## src/rtl/fp_pkg.sv

```systemverilog
// Shared types and constants for the single-precision FP execution unit.
// Holds the FSM state enum, the unpacked-operand struct and the unpack helper.
package fp_pkg;

  localparam int EXP_W = 8;
  localparam int MAN_W = 23;
  localparam int BIAS  = 127;

  localparam logic [31:0] QNAN    = 32'h7FC00000;
  localparam logic [31:0] POS_INF = 32'h7F800000;
  localparam logic [31:0] NEG_INF = 32'hFF800000;

  typedef enum logic [2:0] {
    ST_IDLE,
    ST_UNPACK,
    ST_EXEC,
    ST_NORM,
    ST_ROUND,
    ST_DONE
  } state_t;

  typedef enum logic [1:0] {
    SP_NONE,
    SP_INF,
    SP_NAN
  } special_t;

  typedef struct packed {
    logic             sign;
    logic [EXP_W-1:0] exp;
    logic [MAN_W:0]   sig;
    logic             is_zero;
    logic             is_inf;
    logic             is_nan;
  } fp_operand_t;

  // Subnormals are folded into zero here, so later stages never see them.
  function automatic fp_operand_t unpack_fp(input logic [31:0] x);
    fp_operand_t      r;
    logic [EXP_W-1:0] e;
    logic [MAN_W-1:0] m;
    e         = x[MAN_W +: EXP_W];
    m         = x[MAN_W-1:0];
    r.sign    = x[31];
    r.exp     = e;
    r.is_zero = (e == '0);
    r.is_inf  = (e == '1) && (m == '0);
    r.is_nan  = (e == '1) && (m != '0);
    r.sig     = (e == '0) ? '0 : {1'b1, m};
    return r;
  endfunction

endpackage

```

## src/rtl/fp_lzc.sv

```systemverilog
// Combinational 48-bit leading-zero counter; returns 48 for an all-zero input.
// Counts per byte first, then picks the most significant non-empty byte.
module fp_lzc (
  input  logic [47:0] x,
  output logic [5:0]  count
);

  logic [5:0] grp_zero;
  logic [2:0] grp_cnt [6];

  generate
    for (genvar gi = 0; gi < 6; gi++) begin : g_grp
      logic [2:0] cnt;
      always_comb begin
        cnt = 3'd0;
        for (int i = 0; i < 8; i++) begin
          if (x[gi*8 + i]) cnt = 3'(7 - i);
        end
      end
      assign grp_cnt[gi]  = cnt;
      assign grp_zero[gi] = ~|x[gi*8 +: 8];
    end
  endgenerate

  always_comb begin
    count = 6'd48;
    for (int g = 0; g < 6; g++) begin
      if (!grp_zero[g]) count = 6'(8 * (5 - g)) + {3'b000, grp_cnt[g]};
    end
  end

endmodule

```

## src/rtl/fp_unit.sv

```systemverilog
// Multi-cycle binary32 add/multiply unit with start/finish handshake.
// Datapath stages follow the FSM: capture, unpack, exec, normalize, round.
module fp_unit
  import fp_pkg::*;
(
  input  logic        clk,
  input  logic        rst,
  input  logic [31:0] a,
  input  logic [31:0] b,
  input  logic        start,
  input  logic        multiplicando,
  output logic [31:0] s,
  output logic        finish
);

  state_t state_reg, state_next;

  logic [31:0]        a_reg, b_reg;
  logic               mul_reg;
  fp_operand_t        ua_reg, ub_reg;
  logic [47:0]        sig_reg;
  logic signed [11:0] exp_reg;
  logic               sign_reg;
  special_t           spec_reg;
  logic [47:0]        norm_sig_reg;
  logic signed [11:0] norm_exp_reg;
  logic [31:0]        s_reg;
  logic               finish_reg;

  // ---------------- FSM ----------------
  always_comb begin
    state_next = state_reg;
    case (state_reg)
      ST_IDLE:   if (start) state_next = ST_UNPACK;
      ST_UNPACK: state_next = ST_EXEC;
      ST_EXEC:   state_next = ST_NORM;
      ST_NORM:   state_next = ST_ROUND;
      ST_ROUND:  state_next = ST_DONE;
      ST_DONE:   state_next = ST_IDLE;
      default:   state_next = ST_IDLE;
    endcase
  end

  // ---------------- EXEC combinational ----------------
  logic               a_big;
  logic               big_sign, small_sign;
  logic [7:0]         big_exp, small_exp, exp_diff;
  logic [23:0]        big_sig, small_sig;
  logic [6:0]         shamt;
  logic [71:0]        align_ext;
  logic [47:0]        small_aligned, big_aligned, add_sum, mul_prod;
  logic               eff_sub;
  logic [47:0]        exec_sig;
  logic signed [11:0] exec_exp;
  logic               exec_sign;
  special_t           exec_spec;

  always_comb begin
    a_big      = {ua_reg.exp, ua_reg.sig} >= {ub_reg.exp, ub_reg.sig};
    big_sign   = a_big ? ua_reg.sign : ub_reg.sign;
    big_exp    = a_big ? ua_reg.exp  : ub_reg.exp;
    big_sig    = a_big ? ua_reg.sig  : ub_reg.sig;
    small_sign = a_big ? ub_reg.sign : ua_reg.sign;
    small_exp  = a_big ? ub_reg.exp  : ua_reg.exp;
    small_sig  = a_big ? ub_reg.sig  : ua_reg.sig;

    // Shifts past 50 already push every significand bit into the sticky field.
    exp_diff      = big_exp - small_exp;
    shamt         = (exp_diff > 8'd50) ? 7'd50 : exp_diff[6:0];
    align_ext     = {1'b0, small_sig, 47'b0} >> shamt;
    small_aligned = align_ext[71:24] | {47'b0, |align_ext[23:0]};
    big_aligned   = {1'b0, big_sig, 23'b0};
    eff_sub       = big_sign ^ small_sign;
    add_sum       = eff_sub ? (big_aligned - small_aligned) : (big_aligned + small_aligned);

    mul_prod = {24'b0, ua_reg.sig} * {24'b0, ub_reg.sig};

    exec_sig  = add_sum;
    exec_exp  = $signed({4'b0, big_exp});
    exec_sign = (add_sum == '0 && eff_sub) ? 1'b0 : big_sign;
    exec_spec = SP_NONE;

    if (mul_reg) begin
      exec_sig  = mul_prod;
      exec_exp  = $signed({4'b0, ua_reg.exp}) + $signed({4'b0, ub_reg.exp}) - $signed(12'(BIAS));
      exec_sign = ua_reg.sign ^ ub_reg.sign;
      if (ua_reg.is_nan || ub_reg.is_nan ||
          (ua_reg.is_inf && ub_reg.is_zero) || (ub_reg.is_inf && ua_reg.is_zero))
        exec_spec = SP_NAN;
      else if (ua_reg.is_inf || ub_reg.is_inf)
        exec_spec = SP_INF;
    end else begin
      if (ua_reg.is_nan || ub_reg.is_nan ||
          (ua_reg.is_inf && ub_reg.is_inf && (ua_reg.sign != ub_reg.sign)))
        exec_spec = SP_NAN;
      else if (ua_reg.is_inf || ub_reg.is_inf) begin
        exec_spec = SP_INF;
        exec_sign = ua_reg.is_inf ? ua_reg.sign : ub_reg.sign;
      end
    end
  end

  // ---------------- NORM combinational ----------------
  logic [5:0]         lz;
  logic [47:0]        norm_sig;
  logic signed [11:0] norm_exp;

  fp_lzc u_lzc (
    .x     (sig_reg),
    .count (lz)
  );

  // sig_reg bit 46 carries weight 2^(exp-127); the leading one ends up at bit 47.
  always_comb begin
    norm_sig = sig_reg << lz;
    norm_exp = exp_reg + 12'sd1 - $signed({6'b0, lz});
  end

  // ---------------- ROUND combinational ----------------
  logic               round_up;
  logic [24:0]        mant_rnd;
  logic signed [11:0] rnd_exp;
  logic [22:0]        frac;
  logic [31:0]        round_result;

  always_comb begin
    round_up = norm_sig_reg[23] & ((|norm_sig_reg[22:0]) | norm_sig_reg[24]);
    mant_rnd = {1'b0, norm_sig_reg[47:24]} + {24'b0, round_up};
    rnd_exp  = norm_exp_reg + $signed({11'b0, mant_rnd[24]});
    frac     = mant_rnd[24] ? mant_rnd[23:1] : mant_rnd[22:0];

    if (spec_reg == SP_NAN)
      round_result = QNAN;
    else if (spec_reg == SP_INF)
      round_result = sign_reg ? NEG_INF : POS_INF;
    else if (norm_sig_reg == '0)
      round_result = {sign_reg, 31'b0};
    else if (rnd_exp >= 12'sd255)
      round_result = sign_reg ? NEG_INF : POS_INF;
    else if (rnd_exp <= 12'sd0)
      round_result = {sign_reg, 31'b0};
    else
      round_result = {sign_reg, rnd_exp[7:0], frac};
  end

  // ---------------- Registers ----------------
  always_ff @(posedge clk) begin
    if (rst) begin
      state_reg  <= ST_IDLE;
      s_reg      <= '0;
      finish_reg <= 1'b0;
    end else begin
      state_reg  <= state_next;
      finish_reg <= (state_reg == ST_ROUND);
      if (state_reg == ST_ROUND) s_reg <= round_result;
    end
  end

  always_ff @(posedge clk) begin
    case (state_reg)
      ST_IDLE: begin
        if (start) begin
          a_reg   <= a;
          b_reg   <= b;
          mul_reg <= multiplicando;
        end
      end
      ST_UNPACK: begin
        ua_reg <= unpack_fp(a_reg);
        ub_reg <= unpack_fp(b_reg);
      end
      ST_EXEC: begin
        sig_reg  <= exec_sig;
        exp_reg  <= exec_exp;
        sign_reg <= exec_sign;
        spec_reg <= exec_spec;
      end
      ST_NORM: begin
        norm_sig_reg <= norm_sig;
        norm_exp_reg <= norm_exp;
      end
      default: ;
    endcase
  end

  assign s      = s_reg;
  assign finish = finish_reg;

endmodule

```

## config.mk

```make
export PLATFORM = sky130hd
export DESIGN_NAME = fp_unit
export DESIGN_NICKNAME = d
export VERILOG_FILES = /design/src/rtl/fp_pkg.sv /design/src/rtl/fp_lzc.sv /design/src/rtl/fp_unit.sv
export SDC_FILE = /design/constraint.sdc
export NUM_CORES = 2
export LEC_CHECK = 0
export BUFFER_PORTS_ARGS = -buffer_cell sky130_fd_sc_hd__buf_2
export CORE_ASPECT_RATIO = 0.8
export CORE_MARGIN = 2
export CORE_UTILIZATION = 30
export DETAILED_ROUTE_END_ITERATION = 10
export GPL_TIMING_DRIVEN = 0
export PLACE_DENSITY = 0.48
export SETUP_SLACK_MARGIN = 0.02
export SLEW_MARGIN = 20
export SYNTH_ARGS = -nofsm -noshare
export SYNTH_HDL_FRONTEND = slang
export SYNTH_SLANG_ARGS = --single-unit
export TNS_END_PERCENT = 100
```

## constraint.sdc

```tcl
create_clock -name clk -period 25.8 [get_ports clk]
set_input_delay 7.74 -clock clk [delete_from_list [all_inputs] [get_ports clk]]
set_output_delay 7.74 -clock clk [all_outputs]
set_load 0.02 [all_outputs]
```

==> impl_metrics.csv <==
group,metric,value,unit
die,rows,123,
yosys,ys_ff_latch,294,
die,die_h,340,microns
grt,grt_pass1_vias,36518,
setup_path,endpoint_kind,"register",
yosys,synth_ff_type,"edfxtp_1",
yosys,ys_types,118,
setup_path,start_kind,"register",
run,drv_cap,0,
routing,drc_errors,0,
yosys,mappedNetlistNets,5687,
routing,avgViaCountPerCell,5.35,
timing,clock_skew,71.9,ps
yosys,yosysWarnings,0,
timing,rsz0062_at_grt,"no",
setup_path,critPathArrivalTime,14710,ps
placed_design,io_buffers,99,
setup_path,cp_common_cell,"a21oi_1",
layout,drive_above_1_share,5.97,%
grt,antenna_found_initial,8,
timing,relSlewSlack,14.4,%
die,start_util,30.2,%
setup_path,criticalPathCategory,"register to register",
layout,area_growth,9.80,%
yosys,syn_avg_cell_area,8.75,sq um
yosys,synth_area_leader_cell,"fa_1",
routing,drt-wirelength-per-cell,25.8,microns
die,core,0.140,sq mm
setup_path,worst_path_max_delay_cell,"a2111oi_1",
yosys,synth_edf_count,258,
timing,worst_pin_slew,1280,ps
worst_hold_path,min_path_type,"register to register",
cts,cts_buffer_depth,3,
timing,hold_viol,0,
timing,setup_viol,0,
routing,drtIter0Drc,3711,
grt,grt.overflow.total,0,
timing,timing.fmax,0.0694,GHz
layout,layout.nets,5846,
cts,cts-root-buf,"clkbuf_16",
cts,hold_buffers,0,
yosys,synth_seq_area_share,20.0,%
cts,path_clk_slew,60,ps
setup_path,crit_required,26110,ps
cts,cts_setup_buffers,0,
die,die_w,424,microns
routing,ant_nets,0,
grt,track_usage,24.3,%
yosys,async_flop_share,0,%
timing,period_share,55.8,%
placed_design,post-dp-hpwl,146,mm
routing,drt_wl_total,178,mm
timing,drv_slew,0,
placed_design,routabilityCongestion,1.01,
cts,clk_latency,670,ps
grt,grt_max_degree,49,
die,dieArea,0.144,sq mm
cts,cts.repair.resized,0,
cts,cts_buffers,30,
timing,setup-tns-final,0,ps
routing,vias,36828,
yosys,ys_top_cells_by_area,"fa_1 23%, edfxtp_1 18%, ha_1 9.0%",
yosys,syn_area,0.0423,sq mm
grt,grt_pass1_wl,258,mm
cts,cts_sinks,294,
cts,cts_tree,"yes",
yosys,synth_top_area_share,23.0,%
setup_path,cp_max_fo,10,
routing,drt-pass1-iter-count,8,
timing,fin_crit,14400,ps
run_status,outcome,"complete, no violations",
setup_path,max_stage_delay,1000,ps
cts,h-tree-depth,1,
die,pin_count,101,
yosys,synth_cells,4829,
[layer usage]
metal / vias up / part of all wire [%] / global-route usage [%]
met1: 18297 / 47 / 36.6
li1: 16649 / - / -
met4: 0 / 3.2 / 6.59
met2: 1639 / 40 / 34.2
met3: 243 / 9.6 / 5.72
met5: - / 0 / 0
[cell usage in the layout (no fill, tap or decap), types with 51 or more instances in the layout]
cell type,n
inv_1,631
nor4_1,53
nand3_1,86
nand2_1,653
mux2i_1,153
nor3_1,90
and2_1,238
nor2_1,325
a21oi_1,247
edfxtp_1,258
buf_2,122
o21ai_0,181
ha_1,305
a21o_1,51
fa_1,485
xnor2_1,87
clkbuf_1,216
[synthesized netlist by cell type, types with 86 or more instances]
library cell  count
xnor2_1          87
nor2_1          325
fa_1            485
edfxtp_1        258
nor3_1           92
mux2i_1         154
inv_1           631
clkbuf_1        211
a21oi_1         248
nand2_1         653
and2_1          238
ha_1            305
nand3_1          86
o21ai_0         188
[worst max-delay path: cells and delay by family (launching register included)]
family          cells  cell delay, ps
compound gates     30            7790
flops               1             560
fa+ha+maj           3            1040
simple gates       13            2360
buf+inv             6            2310
[cell type report]
class / count / area (sq um)
Antenna cell: 1 / 2.50
Buffer: 263 / 1080
Clock buffer: 36 / 773
Clock inverter: 20 / 241
Fill cell: 14781 / 93800
Inverter: 634 / 2380
Multi-Input combinational cell: 3638 / 30400
Sequential cell: 294 / 8470
Tap cell: 1875 / 2350
Timing Repair Buffer: 127 / 714
[cells by family (layout without fill, tap and decap cells)]
group / count (synthesis) / after routing / synth area share, %
AOI/OAI and AO/OA: 896 / 896 / 14.2
DFF: 294 / 294 / 20.0
muxes: 171 / 171 / 4.32
and+or+nand+nor: 1660 / 1660 / 18.7
buffers and inverters: 897 / 1080 / 8.17
xor gates and xnor gates: 121 / 121 / 2.54
other: 0 / 1 / 0
adders and majority gates: 790 / 790 / 32.0
[stage by stage]
stage | std cells | cell area [sq um] | utilization [%] | hold slack [ps] | setup WS, ps
final | 6888 | 46400 | 33.1 | 418 | 11400
after detailed placement | 6831 | 45400 | 32.4 | 406 | 11750
after global placement | 6803 | 45100 | 32.2 | 408 | 6170
after floorplan | 4829 | 42300 | - | 400 | 10800
after global routing | 6887 | 46400 | 33.1 | 431 | 10560
after CTS | 6887 | 46400 | 33.1 | 421 | 11760
[worst paths after layout]
path	depth (start not counted)	from	end	slack (ps)
worst max-delay path	52	ub_reg[20]$_SDFFCE_PP0P_	sign_reg$_DFFE_PP_	11400
worst max register to register	52	ub_reg[20]$_SDFFCE_PP0P_	sign_reg$_DFFE_PP_	11400
worst min-delay path	0	a_reg[31]$_DFFE_PP_	ua_reg[35]$_DFFE_PP_	420
worst min register to register	0	a_reg[31]$_DFFE_PP_	ua_reg[35]$_DFFE_PP_	420
Power is not shown: default switching activity piles up to over one toggle a cycle in this logic, so the estimate is an artifact.
